===== config.mk =====
export PLATFORM = sky130hd
export DESIGN_NAME = sme_loader_flat
export DESIGN_NICKNAME = d
export VERILOG_FILES = /design/src/rtl/sme_pkg.sv /design/src/rtl/sme_loader_if.sv /design/src/rtl/sme_char_buf.sv /design/src/rtl/sme_loader.sv /design/src/flat_wrapper.sv
export SDC_FILE = /design/constraint.sdc
export NUM_CORES = 1
export LEC_CHECK = 0
export BUFFER_PORTS_ARGS = -buffer_cell sky130_fd_sc_hd__buf_2
export CAP_MARGIN = 30
export CORE_MARGIN = 5
export CORE_UTILIZATION = 65
export CTS_CLUSTER_SIZE = 12
export DETAILED_ROUTE_END_ITERATION = 8
export PLACE_DENSITY = 0.88
export SYNTH_ARGS = -nofsm -noshare
export SYNTH_HDL_FRONTEND = slang
export SYNTH_SLANG_ARGS = --single-unit

===== constraint.sdc =====
create_clock -name clk -period 7 [get_ports clk]
set_input_delay 0.7 -clock clk [delete_from_list [all_inputs] [get_ports clk]]
set_output_delay 0.7 -clock clk [all_outputs]
set_load 0.1 [all_outputs]

===== src/rtl/sme_pkg.sv =====
// Shared types and constants for the SME loader: FSM state encoding,
// default buffer depths and character/result field widths.
package sme_pkg;

    localparam int unsigned STR_MAX_DEF = 32;
    localparam int unsigned PAT_MAX_DEF = 8;
    localparam int unsigned CHAR_W      = 8;
    localparam int unsigned IDX_W       = 5;

    localparam logic [CHAR_W-1:0] CHAR_NUL = 8'h00;
    localparam logic              KIND_STR = 1'b0;
    localparam logic              KIND_PAT = 1'b1;

    typedef enum logic [2:0] {
        StIdle,
        StCollect,
        StSendStr,
        StSendPat,
        StWait,
        StResult
    } sme_state_e;

endpackage


===== src/rtl/sme_loader_if.sv =====
// Byte-in, matcher and result signals of the SME loader.
// slave = loader side, master = environment side.
interface sme_loader_if;
    import sme_pkg::*;

    logic              in_valid;
    logic              in_ready;
    logic [CHAR_W-1:0] in_data;
    logic              in_kind;
    logic              in_last;
    logic [CHAR_W-1:0] chardata;
    logic              isstring;
    logic              ispattern;
    logic              sme_valid;
    logic              sme_match;
    logic [IDX_W-1:0]  sme_index;
    logic              res_valid;
    logic              res_ready;
    logic              res_match;
    logic [IDX_W-1:0]  res_index;
    logic              res_err;

    modport slave (
        input  in_valid, in_data, in_kind, in_last, sme_valid, sme_match, sme_index, res_ready,
        output in_ready, chardata, isstring, ispattern, res_valid, res_match, res_index, res_err
    );

    modport master (
        output in_valid, in_data, in_kind, in_last, sme_valid, sme_match, sme_index, res_ready,
        input  in_ready, chardata, isstring, ispattern, res_valid, res_match, res_index, res_err
    );

endinterface


===== src/rtl/sme_char_buf.sv =====
// Flop-array character buffer: one synchronous write port and one
// combinational read port. Contents are not reset.
module sme_char_buf
    import sme_pkg::*;
#(
    parameter  int unsigned DEPTH = 32,
    localparam int unsigned AW    = (DEPTH > 1) ? $clog2(DEPTH) : 1
) (
    input  logic              clk,
    input  logic              i_we,
    input  logic [AW-1:0]     i_waddr,
    input  logic [CHAR_W-1:0] i_wdata,
    input  logic [AW-1:0]     i_raddr,
    output logic [CHAR_W-1:0] o_rdata
);

    logic [CHAR_W-1:0] r_mem [DEPTH];

    // Write port: store one character when enabled.
    always_ff @(posedge clk) begin
        if (i_we) begin
            r_mem[i_waddr] <= i_wdata;
        end
    end

    assign o_rdata = r_mem[i_raddr];

endmodule


===== src/rtl/sme_loader.sv =====
// SME loader: collects a job's string and pattern bytes, replays them to
// the matcher (string first, then pattern, no gap), waits for the match
// result and holds it until the consumer takes it.
module sme_loader
    import sme_pkg::*;
#(
    parameter int unsigned STR_MAX = STR_MAX_DEF,
    parameter int unsigned PAT_MAX = PAT_MAX_DEF
) (
    input logic         clk,
    input logic         reset,
    sme_loader_if.slave bus
);

    localparam int unsigned MAX_D  = (STR_MAX > PAT_MAX) ? STR_MAX : PAT_MAX;
    localparam int unsigned CNT_W  = $clog2(MAX_D + 1);
    localparam int unsigned STR_AW = (STR_MAX > 1) ? $clog2(STR_MAX) : 1;
    localparam int unsigned PAT_AW = (PAT_MAX > 1) ? $clog2(PAT_MAX) : 1;

    sme_state_e       r_state;
    logic [CNT_W-1:0] r_str_cnt;
    logic [CNT_W-1:0] r_pat_cnt;
    logic [CNT_W-1:0] r_idx;
    logic             r_err;
    logic             r_saw_pat;
    logic             r_isstring;
    logic             r_ispattern;
    logic             r_res_valid;
    logic             r_res_match;
    logic [IDX_W-1:0] r_res_index;
    logic             r_res_err;

    logic              w_in_ready;
    logic              w_acc;
    logic              w_str_full;
    logic              w_pat_full;
    logic              w_str_we;
    logic              w_pat_we;
    logic              w_drop;
    logic [CNT_W-1:0]  w_str_cnt_nxt;
    logic [CNT_W-1:0]  w_pat_cnt_nxt;
    logic              w_last_str;
    logic              w_last_pat;
    logic [CHAR_W-1:0] w_str_rd;
    logic [CHAR_W-1:0] w_pat_rd;

    assign w_in_ready = (r_state == StIdle) || (r_state == StCollect);
    assign w_acc      = bus.in_valid && w_in_ready;
    assign w_str_full = (r_str_cnt == CNT_W'(STR_MAX));
    assign w_pat_full = (r_pat_cnt == CNT_W'(PAT_MAX));

    // A string byte is kept only if it is not flagged last, no pattern byte
    // preceded it in this job and there is room; anything else is dropped.
    assign w_str_we = w_acc && (bus.in_kind == KIND_STR) && !bus.in_last && !r_saw_pat
                      && !w_str_full;
    assign w_pat_we = w_acc && (bus.in_kind == KIND_PAT) && !w_pat_full;
    assign w_drop   = w_acc && !w_str_we && !w_pat_we;

    assign w_str_cnt_nxt = r_str_cnt + CNT_W'(w_str_we);
    assign w_pat_cnt_nxt = r_pat_cnt + CNT_W'(w_pat_we);
    assign w_last_str    = (r_idx == r_str_cnt - CNT_W'(1));
    assign w_last_pat    = (r_idx == r_pat_cnt - CNT_W'(1));

    sme_char_buf #(
        .DEPTH (STR_MAX)
    ) u_str_buf (
        .clk     (clk),
        .i_we    (w_str_we),
        .i_waddr (r_str_cnt[STR_AW-1:0]),
        .i_wdata (bus.in_data),
        .i_raddr (r_idx[STR_AW-1:0]),
        .o_rdata (w_str_rd)
    );

    sme_char_buf #(
        .DEPTH (PAT_MAX)
    ) u_pat_buf (
        .clk     (clk),
        .i_we    (w_pat_we),
        .i_waddr (r_pat_cnt[PAT_AW-1:0]),
        .i_wdata (bus.in_data),
        .i_raddr (r_idx[PAT_AW-1:0]),
        .o_rdata (w_pat_rd)
    );

    // Job FSM with registered strobes and result payload.
    always_ff @(posedge clk or posedge reset) begin
        if (reset) begin
            r_state     <= StIdle;
            r_str_cnt   <= '0;
            r_pat_cnt   <= '0;
            r_idx       <= '0;
            r_err       <= 1'b0;
            r_saw_pat   <= 1'b0;
            r_isstring  <= 1'b0;
            r_ispattern <= 1'b0;
            r_res_valid <= 1'b0;
            r_res_match <= 1'b0;
            r_res_index <= '0;
            r_res_err   <= 1'b0;
        end else begin
            case (r_state)
                StIdle, StCollect: begin
                    if (w_acc) begin
                        r_str_cnt <= w_str_cnt_nxt;
                        r_pat_cnt <= w_pat_cnt_nxt;
                        r_idx     <= '0;
                        if (w_drop) begin
                            r_err <= 1'b1;
                        end
                        if (bus.in_kind == KIND_PAT) begin
                            r_saw_pat <= 1'b1;
                        end
                        if (bus.in_last) begin
                            if (w_pat_cnt_nxt == '0) begin
                                // Nothing to match against: report an error result directly.
                                r_state     <= StResult;
                                r_res_valid <= 1'b1;
                                r_res_match <= 1'b0;
                                r_res_index <= '0;
                                r_res_err   <= 1'b1;
                            end else if (w_str_cnt_nxt != '0) begin
                                r_state    <= StSendStr;
                                r_isstring <= 1'b1;
                            end else begin
                                r_state     <= StSendPat;
                                r_ispattern <= 1'b1;
                            end
                        end else begin
                            r_state <= StCollect;
                        end
                    end
                end
                StSendStr: begin
                    if (w_last_str) begin
                        r_state     <= StSendPat;
                        r_isstring  <= 1'b0;
                        r_ispattern <= 1'b1;
                        r_idx       <= '0;
                    end else begin
                        r_idx <= r_idx + CNT_W'(1);
                    end
                end
                StSendPat: begin
                    if (w_last_pat) begin
                        r_state     <= StWait;
                        r_ispattern <= 1'b0;
                    end else begin
                        r_idx <= r_idx + CNT_W'(1);
                    end
                end
                StWait: begin
                    if (bus.sme_valid) begin
                        r_state     <= StResult;
                        r_res_valid <= 1'b1;
                        r_res_match <= bus.sme_match;
                        r_res_index <= bus.sme_index;
                        r_res_err   <= r_err;
                    end
                end
                StResult: begin
                    if (bus.res_ready) begin
                        r_state     <= StIdle;
                        r_res_valid <= 1'b0;
                        r_str_cnt   <= '0;
                        r_pat_cnt   <= '0;
                        r_idx       <= '0;
                        r_err       <= 1'b0;
                        r_saw_pat   <= 1'b0;
                    end
                end
                default: begin
                    r_state <= StIdle;
                end
            endcase
        end
    end

    assign bus.in_ready  = w_in_ready;
    assign bus.isstring  = r_isstring;
    assign bus.ispattern = r_ispattern;
    assign bus.chardata  = r_isstring ? w_str_rd : (r_ispattern ? w_pat_rd : CHAR_NUL);
    assign bus.res_valid = r_res_valid;
    assign bus.res_match = r_res_match;
    assign bus.res_index = r_res_index;
    assign bus.res_err   = r_res_err;

endmodule


===== src/flat_wrapper.sv =====
// flat-port wrapper written by rule: the top's interface ports become plain ports
module sme_loader_flat import sme_pkg::*;
#(
    parameter int unsigned STR_MAX = STR_MAX_DEF,
    parameter int unsigned PAT_MAX = PAT_MAX_DEF
)
  (clk, reset, bus_in_valid, bus_in_data, bus_in_kind, bus_in_last, bus_sme_valid, bus_sme_match, bus_sme_index, bus_res_ready, bus_in_ready, bus_chardata, bus_isstring, bus_ispattern, bus_res_valid, bus_res_match, bus_res_index, bus_res_err);
  sme_loader_if bus_i ();
  input logic clk;
  input logic reset;
  input wire logic [$bits(bus_i.in_valid)-1:0] bus_in_valid;
  input wire logic [$bits(bus_i.in_data)-1:0] bus_in_data;
  input wire logic [$bits(bus_i.in_kind)-1:0] bus_in_kind;
  input wire logic [$bits(bus_i.in_last)-1:0] bus_in_last;
  input wire logic [$bits(bus_i.sme_valid)-1:0] bus_sme_valid;
  input wire logic [$bits(bus_i.sme_match)-1:0] bus_sme_match;
  input wire logic [$bits(bus_i.sme_index)-1:0] bus_sme_index;
  input wire logic [$bits(bus_i.res_ready)-1:0] bus_res_ready;
  output wire logic [$bits(bus_i.in_ready)-1:0] bus_in_ready;
  output wire logic [$bits(bus_i.chardata)-1:0] bus_chardata;
  output wire logic [$bits(bus_i.isstring)-1:0] bus_isstring;
  output wire logic [$bits(bus_i.ispattern)-1:0] bus_ispattern;
  output wire logic [$bits(bus_i.res_valid)-1:0] bus_res_valid;
  output wire logic [$bits(bus_i.res_match)-1:0] bus_res_match;
  output wire logic [$bits(bus_i.res_index)-1:0] bus_res_index;
  output wire logic [$bits(bus_i.res_err)-1:0] bus_res_err;
  assign bus_i.in_valid = bus_in_valid;
  assign bus_i.in_data = bus_in_data;
  assign bus_i.in_kind = bus_in_kind;
  assign bus_i.in_last = bus_in_last;
  assign bus_i.sme_valid = bus_sme_valid;
  assign bus_i.sme_match = bus_sme_match;
  assign bus_i.sme_index = bus_sme_index;
  assign bus_i.res_ready = bus_res_ready;
  assign bus_in_ready = bus_i.in_ready;
  assign bus_chardata = bus_i.chardata;
  assign bus_isstring = bus_i.isstring;
  assign bus_ispattern = bus_i.ispattern;
  assign bus_res_valid = bus_i.res_valid;
  assign bus_res_match = bus_i.res_match;
  assign bus_res_index = bus_i.res_index;
  assign bus_res_err = bus_i.res_err;
  sme_loader #(.STR_MAX(STR_MAX), .PAT_MAX(PAT_MAX)) u_core (.clk(clk), .reset(reset), .bus(bus_i));
endmodule

==> flow_metrics.tcl, run 1 <==
set metrics [dict create \
    hold_viol 0 \
    top_level_ports 40 \
    globalRouteTotalUtil_pct 26.8 \
    row_count 55 \
    syn2layout_area_growth_pct 9.85 \
    worst_clock_skew_ns 0.0193 \
    critPathLaunchType "flop" \
    height_of_the_die_um 160 \
    final_cell_area_um2 16100 \
    final_cell_mix "320 x edfxtp_1, 88 x mux4_2, 51 x nor2_1, 48 x nand2_1, 39 x buf_2" \
    routabilityCongestion 0.827 \
    dpl_cell_area_um2 15100 \
    drt_drc_violations_left 0 \
    critical_path_class "flop to output port" \
    outcome "finished clean" \
    global_route_wire_length_before_repair_mm 51.3 \
    worst_ir_drop_vdd_uv 188 \
    timing.critical_path.fanout_max 32 \
    detail_route.wirelength_mm 33.8 \
    cellLeakagePower_nw 5.11 \
    crit_start "u_core.r_idx[0]" \
    crit_path_end_kind "output port" \
    arrival_ns 4.06 \
    clock_sinks 353 \
    synth_seq_area_share_pct 71.3 \
    synth_seq_cells 353 \
    worst_skew_pair.late_latency_ns 0.54 \
    mostFrequentLayoutCell "edfxtp_1" \
    crit_path_cell_trace "buf_4 > mux4_2 > mux4_2 > nand2b_1 > o2111ai_1 > o21ai_0 > buf_2" \
    post_synth_inst_count 807 \
    number_of_maximum_capacitance_constraint_violations 0 \
    worst_r2r_path_depth 11 \
    worstReg2RegEnd "u_core.bus.ispattern" \
    slew_headroom_pct 31.8 \
    finalCritPeriodShare_pct 68.0 \
    synth_top_area_share_pct 65.6 \
    synth-warning-count 0 \
    synth_cell_type_count 58 \
    slew_violations 0 \
    clock_tree_from_tritoncts "done" \
    syn-mean-instance-area_um2 18.1 \
    synth_area_leaders "edfxtp_1 66%, mux4_2 14%, dfrtp_1 5.6%" \
    cp_slowest_stage_delay_ns 0.76 \
    n_antenna_cell 0 \
    detailroute.via_count 8153 \
    crit_path_top_delay_cell "dfrtp_4" \
    r2r_slack_ns 2.70 \
    antenna_found_initial 1 \
    core_area_um2 22400 \
    worst_path_most_repeated_cell "mux4_2" \
    finalWorstPathRequiredPeriod_ns 4.76 \
    synth_edf_count 320 \
    drive_gt1_share_pct 23.3 \
    detail_route.wl_per_cell_um 29.5 \
    required_worst_endpoint_ns 6.30 \
    power_per_cell_area_nw_per_um2 314 \
    floorplan.die_area_um2 25600 \
    synth_async_sr_flop_share_pct 9.35 \
    via_per_inst 7.12 \
    clock_tree.htree_level_count 2 \
    grt_start_max_net_pins 54 \
    setup-violations-final 0 \
    floorplan.initialDensity_pct 65.2 \
    antenna_left 0 \
    numCtsBuffers 36 \
    postCtsHoldBufs 0 \
    post_cts.repair.setup_buffers 0 \
    grt_pass1_vias 8209 \
    clock-root-buffer "clkbuf_16" \
    tightestPinTransition_ns 1.02 \
    setup_repair_after_global_routing_missed_its_margin "no" \
    syn_area_um2 14600 \
    dr.first_iter.drc_count 1050 \
    filler_cells_inserted 1256 \
    post-dp-hpwl_mm 20.0 \
    globalRoute.totalOverflow 0 \
    cts.path.max_buffers 3 \
    finalSetupTns_ns 0 \
    postCtsResizedCells 0 \
    holdWs_ns 0.265 \
    yosysTopAreaCell "edfxtp_1" \
    max_freq_ghz 0.210 \
    fp.dieW_um 160 \
    worst_setup_hold_path_clk_slew_ns 0.06 \
    post_synth_net_total 838 \
    holdCritPathClass "input pin to async pin" \
    first_pass_iters 8 \
    port_buffers 39 \
    final_nets 879 \
    critical_path.endpoint "bus_chardata[3]" \
    rr_startpoint "u_core.r_state[2]" \
    ys_dominant_reg_cell "edfxtp_1" \
]
registers in the layout, indices dropped and copies added, names as in the netlist, 3 cells and up:
name                    cells
u_core.r_str_cnt            6
u_core.bus.res_index        5
u_core.u_str_buf.r_mem    256
u_core.u_pat_buf.r_mem     64
u_core.r_state              3
u_core.r_pat_cnt            6
u_core.r_idx                6
layer usage:
layer  global-route usage, %  part of all wire, %  up-vias
met3                    5.52                  8.9      112
met4                    9.07                  3.9        2
li1                        -                    -     3307
met5                       0                0.021        -
met2                    45.7                   52      603
met1                    35.2                   35     4129
worst max-delay path: cells and delay by family (launching register included):
kind	cells	cell delay, ns
buffers and inverters	2	0.95
muxes	2	1.11
AOI/OAI and AO/OA	2	0.44
DFF	1	0.76
and+or+nand+nor	1	0.21
area by class of cell:
type	count	area [µm²]	area share, %
Clock inverter	9	70.1	0.436
Sequential cell	353	10400	64.9
Timing Repair Buffer	50	278	1.73
Tap cell	285	357	2.22
Clock buffer	41	920	5.72
Inverter	10	37.5	0.233
Multi-Input combinational cell	397	3980	24.7
report_power, final:
| part | leakage [nW] | switching (mW) | internal, mW |
|---|---|---|---|
| sequential | 3.30 | 0.0801 | 2.35 |
| combinational | 1.33 | 0.587 | 0.339 |
| clock | 0.485 | 0.764 | 0.936 |
kinds of logic (layout without fill, tap and decap cells):
group | after synthesis | in the layout | synth area share [%]
and+or+nand+nor | 164 | 164 | 5.39
muxes | 114 | 114 | 15.4
AOI/OAI and AO/OA | 90 | 90 | 4.33
buffers and inverters | 57 | 110 | 1.60
xor gates and xnor gates | 19 | 19 | 1.14
DFF | 353 | 353 | 71.3
adders and majority gates | 10 | 10 | 0.855
synthesized netlist by cell type (all sizes together), types with 2 or more instances:
library cell,number
o21bai,4
nand2b,11
and3,3
nor4,2
mux2i,16
o2bb2ai,3
a211oi,3
o2111ai,7
dfrtp,33
a31oi,9
buf,17
nand2,48
nor3,8
mux2,10
ha,10
a22o,9
inv,10
xnor2,14
nand3b,6
o21ai,35
clkbuf,30
and2,4
a311oi,2
or4,4
xor2,5
a21oi,3
edfxtp,320
or3,3
o31ai,3
nand3,9
mux4,88
nor2b,8
nor2,52
worst min path at each step:
stage                              endpoint  depth (start not counted)
global placement    u_core.bus.res_index[4]                          2
floorplan                  u_core.r_saw_pat                          2
finish              u_core.bus.res_index[1]                          3
detailed placement  u_core.bus.res_index[3]                          2
global route        u_core.bus.res_index[3]                          3
CTS                 u_core.bus.res_index[1]                          3
through the flow:
stage               power [mW]  utilization [%]  instances  setup slack, ns
CTS                       5.06             71.7       1145             2.15
detailed placement        3.38             67.3       1095             2.83
floorplan                 3.17                -        807             2.49
global placement          3.35             67.2       1094             2.91
global route              5.24             71.7       1145             1.98
finish                    5.05             71.7       1145             2.24
No activity file was read; power rests on OpenSTA's default activity.
==> inputs of run 2 (changes only) <==
CORE_UTILIZATION = 62   (was 65)
PLACE_DENSITY = 0.84   (was 0.88)
clock period = 4.6 ns   (was 7 ns; I/O delays follow)
==> run 2 against run 1 <==
Wire length is 8.9% lower. Worst setup slack lost 1.7 ns. Clock power up 56%. Final cell count grew 4.0%. Utilization down 2.1 points. Final area grew 1.0%. Critical path depth fell by 1. Critical path type unchanged. Power grew 53%. Sequential share of layout area fell by 0.64 points. Sequential power increased by 52%. Count of clock-buffer cells in the layout up 12. Clock skew is 0.0063 ns lower.
==> flow_metrics.tcl, run 2 (synthesis results as in run 1) <==
set metrics [dict create \
    finalSetupTns_ns 0 \
    routabilityCongestion 0.899 \
    clock_tree_from_tritoncts "done" \
    syn2layout_area_growth_pct 10.9 \
    first_pass_iters 5 \
    post_cts.repair.setup_buffers 0 \
    row_count 56 \
    grt_start_max_net_pins 41 \
    dr.first_iter.drc_count 1177 \
    layout_top_registers "u_core.u_str_buf.r_mem: 256 flops, u_core.u_pat_buf.r_mem: 64 flops" \
    mostFrequentLayoutCell "edfxtp_1" \
    number_of_flip_flops_in_the_largest_register 256 \
    post-dp-hpwl_mm 18.3 \
    tightestPinTransition_ns 0.893 \
    top_level_ports 40 \
    worst_ir_drop_vdd_uv 293 \
    final_nets 884 \
    slew_headroom_pct 40.5 \
    filler_cells_inserted 1380 \
    worst_setup_hold_path_clk_slew_ns 0.06 \
    critPathLaunchType "flop" \
    port_buffers 39 \
    globalRouteTotalUtil_pct 23.8 \
    global_route_wire_length_before_repair_mm 47.5 \
    seqPwrFrac_pct 47.8 \
    crit_path_top_delay_cell "dfrtp_4" \
    required_worst_endpoint_ns 4.14 \
    via_per_inst 6.56 \
    cp_slowest_stage_delay_ns 0.87 \
    holdCritPathClass "input pin to async pin" \
    cpLargestDelayFamily "multiplexers" \
    detail_route.wirelength_mm 30.8 \
    final_cell_mix "320 x edfxtp_1, 88 x mux4_2, 51 x nor2_1, 48 x nand2_1, 39 x buf_2" \
    grt_pass1_vias 7789 \
    comb_power_share_pct 18.0 \
    drt_drc_violations_left 0 \
    clock_tree.htree_level_count 2 \
    worst_skew_pair.late_latency_ns 0.51 \
    n_antenna_cell 0 \
    antenna_found_initial 0 \
    drive_gt1_share_pct 23.7 \
    globalRoute.totalOverflow 0 \
    cellInternalPower_mw 5.64 \
    critical_path_class "flop to output port" \
    floorplan.initialDensity_pct 62.7 \
    clock_sinks 353 \
    finalWorstPathRequiredPeriod_ns 4.04 \
    number_of_maximum_capacitance_constraint_violations 0 \
    detail_route.wl_per_cell_um 25.8 \
    floorplan.die_area_um2 26800 \
    detailroute.via_count 7816 \
    power.total_mw 7.75 \
    slew_violations 0 \
    cts.path.max_buffers 3 \
    worst_clock_skew_ns 0.0130 \
    numCtsBuffers 36 \
    max_freq_ghz 0.247 \
    height_of_the_die_um 164 \
    finalCritPeriodShare_pct 87.9 \
    postCtsHoldBufs 0 \
    net-switching-power_mw 2.11 \
    clock-root-buffer "clkbuf_16" \
    top_register "u_core.u_str_buf.r_mem" \
    hold_viol 0 \
    crit_path_end_kind "output port" \
    timing.critical_path.fanout_max 35 \
    core_area_um2 23300 \
    setup_repair_after_global_routing_missed_its_margin "no" \
    crit_path_cell_trace "buf_4 > mux4_2 > mux2_2 > o2111ai_1 > o21ai_0 > buf_2" \
    outcome "finished clean" \
    power_per_cell_area_nw_per_um2 477 \
    postCtsResizedCells 0 \
    worst-path-buf-inv 2 \
    clock_power_share_pct 34.3 \
    swShare_pct 27.2 \
    antenna_left 0 \
    setup-violations-final 0 \
    arrival_ns 3.58 \
    cellLeakagePower_nw 5.17 \
    fp.dieW_um 164 \
]
[run 2: cell count changes in the layout (fill, tap and decap cells not counted), sizes merged]
cell / before / now
clkbuf: 41 / 53
clkinv: 7 / 4
buf: 50 / 55
inv: 12 / 10
[run 2: final timing paths]
path	start	end	slack, ns	cells after the start
setup / recovery	u_core.r_idx[0]	bus_chardata[3]	0.56	6
hold / removal	reset	u_core.r_idx[3]	0.04	3
setup reg to reg	u_core.r_state[1]	u_core.bus.ispattern	0.67	12
hold reg to reg	u_core.bus.res_index[1]	u_core.bus.res_index[1]	0.48	2
max in group asynchronous	reset	u_core.r_idx[1]	4.24	3
min in group clk	bus_sme_index[1]	u_core.bus.res_index[1]	0.20	3
[run 2: per-stage QoR]
stage               setup slack [ns]  utilization [%]  hold WS (ns)  std cells  instance area (µm²)
floorplan                      0.263                -         0.445        807                14600
global placement               0.920             65.0         0.460       1133                15200
detailed placement             0.799             65.1         0.467       1134                15200
CTS                            0.498             69.6        0.0390       1191                16200
global route                   0.291             69.6        0.0715       1191                16200
finish                         0.557             69.6        0.0357       1191                16200
[run 2: cell type report]
class / count / area, µm² / share of cell area [%]
flip-flops and latches: 353 / 10400 / 64.3
clock buffers: 53 / 1030 / 6.33
inverters: 10 / 37.5 / 0.231
well taps: 319 / 399 / 2.46
clock inverters: 4 / 30.0 / 0.185
repair buffers: 55 / 328 / 2.02
multi-input cells: 397 / 3980 / 24.5
[run 2: per-layer routing]
layer / GRT usage [%] / wire (µm) / up-vias / part of all wire [%]
li1: - / - / 3330 / -
met1: 34.9 / 12100 / 4001 / 39
met2: 37.7 / 15000 / 421 / 49
met3: 4.06 / 2780 / 64 / 9.0
met4: 7.36 / 903 / 0 / 2.9
met5: 0 / 0 / - / 0
[run 2: worst min-delay path: stages]
cell   delay [ns]
buf_2        0.09
inv_1        0.04
buf_4        0.37
[run 2: power groups by stage]
stage	registers, mW	logic [mW]	clock network (mW)
6_report	3.70	1.39	2.66
5_1_grt	3.72	1.49	2.84
3_3_place_gp	3.76	1.35	0
4_1_cts	3.70	1.39	2.68
2_1_floorplan	3.85	0.976	0
3_5_place_dp	3.77	1.38	0
==> inputs of run 3 (changes only) <==
CORE_UTILIZATION = 37   (was 62)
PLACE_DENSITY = 0.57   (was 0.84)
SYNTH_HIERARCHICAL = 1   (was not set)
clock period = 4.85 ns   (was 4.6 ns; I/O delays follow)
==> run 3 against run 2 <==
Sequential power decreased by 2%. Synthesized area grew 0.62%. Count of clock-buffer cells in the layout is 2 lower. Hold slack improved by 0.025 ns. Largest power group unchanged. Non-clock buffer count increased by 14. Via count is 5.4% lower. Highest routed layer unchanged. Power up 11%. Critical endpoint is now bus_chardata[7]. First-iteration DRC count down 61%. Worst setup slack better by 0.15 ns. Clock skew is 0.0012 ns lower.
==> flow_metrics.tcl, run 3 <==
set metrics [dict create \
    postCtsResizedCells 0 \
    detailroute.via_count 7393 \
    drive_gt1_share_pct 26.4 \
    antenna_left 0 \
    globalRouteTotalUtil_pct 14.7 \
    critical_path_class "flop to output port" \
    outcome "finished clean" \
    dr.first_iter.drc_count 454 \
    worst_clock_skew_ns 0.0118 \
    final_nets 876 \
    post_synth_net_total 809 \
    slew_violations 0 \
    clock-root-buffer "clkbuf_16" \
    synthMostInstantiatedCell "edfxtp_1" \
    number_of_maximum_capacitance_constraint_violations 0 \
    arrival_ns 3.66 \
    grt_start_max_net_pins 42 \
    required_worst_endpoint_ns 4.37 \
    crit_start "u_core/r_idx[0]" \
    row_count 73 \
    swShare_pct 31.6 \
    setup-violations-final 0 \
    globalRoute.totalOverflow 0 \
    routabilityCongestion 0.782 \
    max_freq_ghz 0.241 \
    tightestPinTransition_ns 0.969 \
    final_cell_mix "320 x edfxtp_1, 81 x mux4_2, 61 x nor2_1, 39 x clkbuf_16, 39 x buf_2" \
    synth-warning-count 6 \
    ys_dominant_reg_cell "edfxtp_1" \
    via_per_inst 5.29 \
    power_per_cell_area_nw_per_um2 513 \
    post-dp-hpwl_mm 19.5 \
    post-route-worst-setup-slack_ns 0.706 \
    antenna_found_initial 0 \
    drt_drc_violations_left 0 \
    synth_cell_type_count 57 \
    height_of_the_die_um 210 \
    finalWorstPathRequiredPeriod_ns 4.14 \
    syn-mean-instance-area_um2 18.9 \
    setup_repair_after_global_routing_missed_its_margin "no" \
    detail_route.wl_per_cell_um 23.2 \
    first_pass_iters 6 \
    yosys-top-cells-count "320 x edfxtp_1, 81 x mux4_2, 61 x nor2_1, 33 x dfrtp_1, 29 x nand2_1" \
    synth_seq_cells 353 \
    critPathLaunchType "flop" \
    top_level_ports 40 \
    synth_edf_count 320 \
    cts.path.max_buffers 3 \
    synth_area_leaders "edfxtp_1 65%, mux4_2 12%, dfrtp_1 5.6%" \
    finalCritPeriodShare_pct 85.4 \
    synth_top_area_share_pct 65.2 \
    yosysTopAreaCell "edfxtp_1" \
    net-switching-power_mw 2.72 \
    comb_power_share_pct 25.9 \
    global_route_wire_length_before_repair_mm 49.2 \
    postCtsHoldBufs 0 \
    post_synth_inst_count 781 \
    timing.critical_path.fanout_max 32 \
    floorplan.initialDensity_pct 37.2 \
    syn_area_um2 14700 \
    detail_route.wirelength_mm 32.4 \
    n_antenna_cell 0 \
    grt_pass1_vias 7403 \
    finalSetupTns_ns 0 \
    cellLeakagePower_nw 5.42 \
    synth_async_sr_flop_share_pct 9.35 \
    syn2layout_area_growth_pct 14.1 \
    holdCritPathClass "input pin to async pin" \
    mostFrequentLayoutCell "edfxtp_1" \
    worst_skew_pair.late_latency_ns 0.51 \
    floorplan.die_area_um2 43900 \
    worst_setup_hold_path_clk_slew_ns 0.06 \
    post_cts.repair.setup_buffers 0 \
    clock_power_share_pct 31.9 \
    seqPwrFrac_pct 42.1 \
    dpl_worst_slack_ns 0.795 \
    port_buffers 39 \
    clock_tree.htree_level_count 2 \
    worst_ir_drop_vdd_uv 514 \
    synth_seq_area_share_pct 70.9 \
    hold_viol 0 \
    top_register "u_core/u_str_buf/r_mem" \
    cellInternalPower_mw 5.90 \
    slew_headroom_pct 35.1 \
    fp.dieW_um 210 \
    number_of_flip_flops_in_the_largest_register 256 \
    layout_top_registers "u_core/u_str_buf/r_mem: 256 flops, u_core/u_pat_buf/r_mem: 64 flops" \
    clock_tree_from_tritoncts "done" \
    numCtsBuffers 39 \
    clock_sinks 353 \
    rr_startpoint "u_core/r_state[2]" \
    core_area_um2 39500 \
    crit_path_end_kind "output port" \
]
[run 3: changes by cell type in the layout (fill, tap and decap cells not counted), sizes merged, moves of 6 or more]
cell | previous run | this run
mux2i | 16 | 1
mux2 | 10 | 16
nand2 | 48 | 29
o21ai | 35 | 16
nor2 | 52 | 61
a21oi | 3 | 9
a22o | 9 | 18
mux4 | 88 | 96
buf | 55 | 69
[run 3: cell type report]
class                           count  area, µm²
Timing Repair Buffer               69        465
Sequential cell                   353      10400
Clock buffer                       51       1030
Fill cell                        3425      22800
Inverter                           12       45.0
Clock inverter                     14        143
Multi-Input combinational cell    373       4010
Tap cell                          525        657
[run 3: logic make-up (layout without fill, tap and decap cells)]
kind of cell / after synthesis / in the layout / synth area share (%)
AO/OA/AOI/OAI: 79 / 79 / 3.98
buffers and inverters: 55 / 146 / 1.89
AND/OR/NAND/NOR: 153 / 153 / 5.08
multiplexers: 113 / 113 / 16.4
XOR/XNOR: 21 / 21 / 1.25
flip-flops: 353 / 353 / 70.9
adder cells (fa/ha/maj): 7 / 7 / 0.595
[run 3: power by group through the flow]
stage	registers, mW	logic [mW]	clock network (mW)
global placement	3.70	2.25	0
global route	3.67	2.38	2.95
detailed placement	3.70	2.26	0
CTS	3.64	2.26	2.82
floorplan	3.71	1.76	0
finish	3.63	2.24	2.75
[run 3: layer usage]
metal,vias up,wire (µm),track usage (%)
met3,38,1290,2.30
met1,3877,15000,22.0
met2,155,15600,23.1
met4,0,494,3.20
li1,3323,-,-
met5,-,0,0
[run 3: worst max-delay path, cell delays in order, from the launching register on]
cell,delay [ns]
dfrtp_4,0.85
buf_12,0.35
mux4_2,0.55
mux4_2,0.46
mux2_2,0.31
a22o_1,0.26
buf_2,0.30
[run 3: stage by stage]
| step | instances | util, % | hold slack, ns | area (µm²) | total power, mW |
|---|---|---|---|---|---|
| floorplan | 781 | - | 0.449 | 14700 | 5.47 |
| global placement | 1330 | 39.4 | 0.479 | 15600 | 5.95 |
| detailed placement | 1331 | 39.5 | 0.487 | 15600 | 5.96 |
| CTS | 1396 | 42.5 | 0.0610 | 16800 | 8.72 |
| global route | 1397 | 42.5 | 0.111 | 16800 | 9.00 |
| finish | 1397 | 42.5 | 0.0608 | 16800 | 8.62 |
[run 3: path summary, 6_finish.rpt]
check                      slack (ns)  cells past startpoint                      end
setup / recovery                 0.71                      6          bus_chardata[7]
hold / removal                   0.06                      3     u_core/bus.res_match
setup reg to reg                 0.89                     12     u_core/bus.ispattern
hold reg to reg                  0.50                      1  u_core/bus.res_index[2]
max in group asynchronous        4.45                      3          u_core/r_idx[0]
min in group clk                 0.20                      2  u_core/bus.res_index[1]
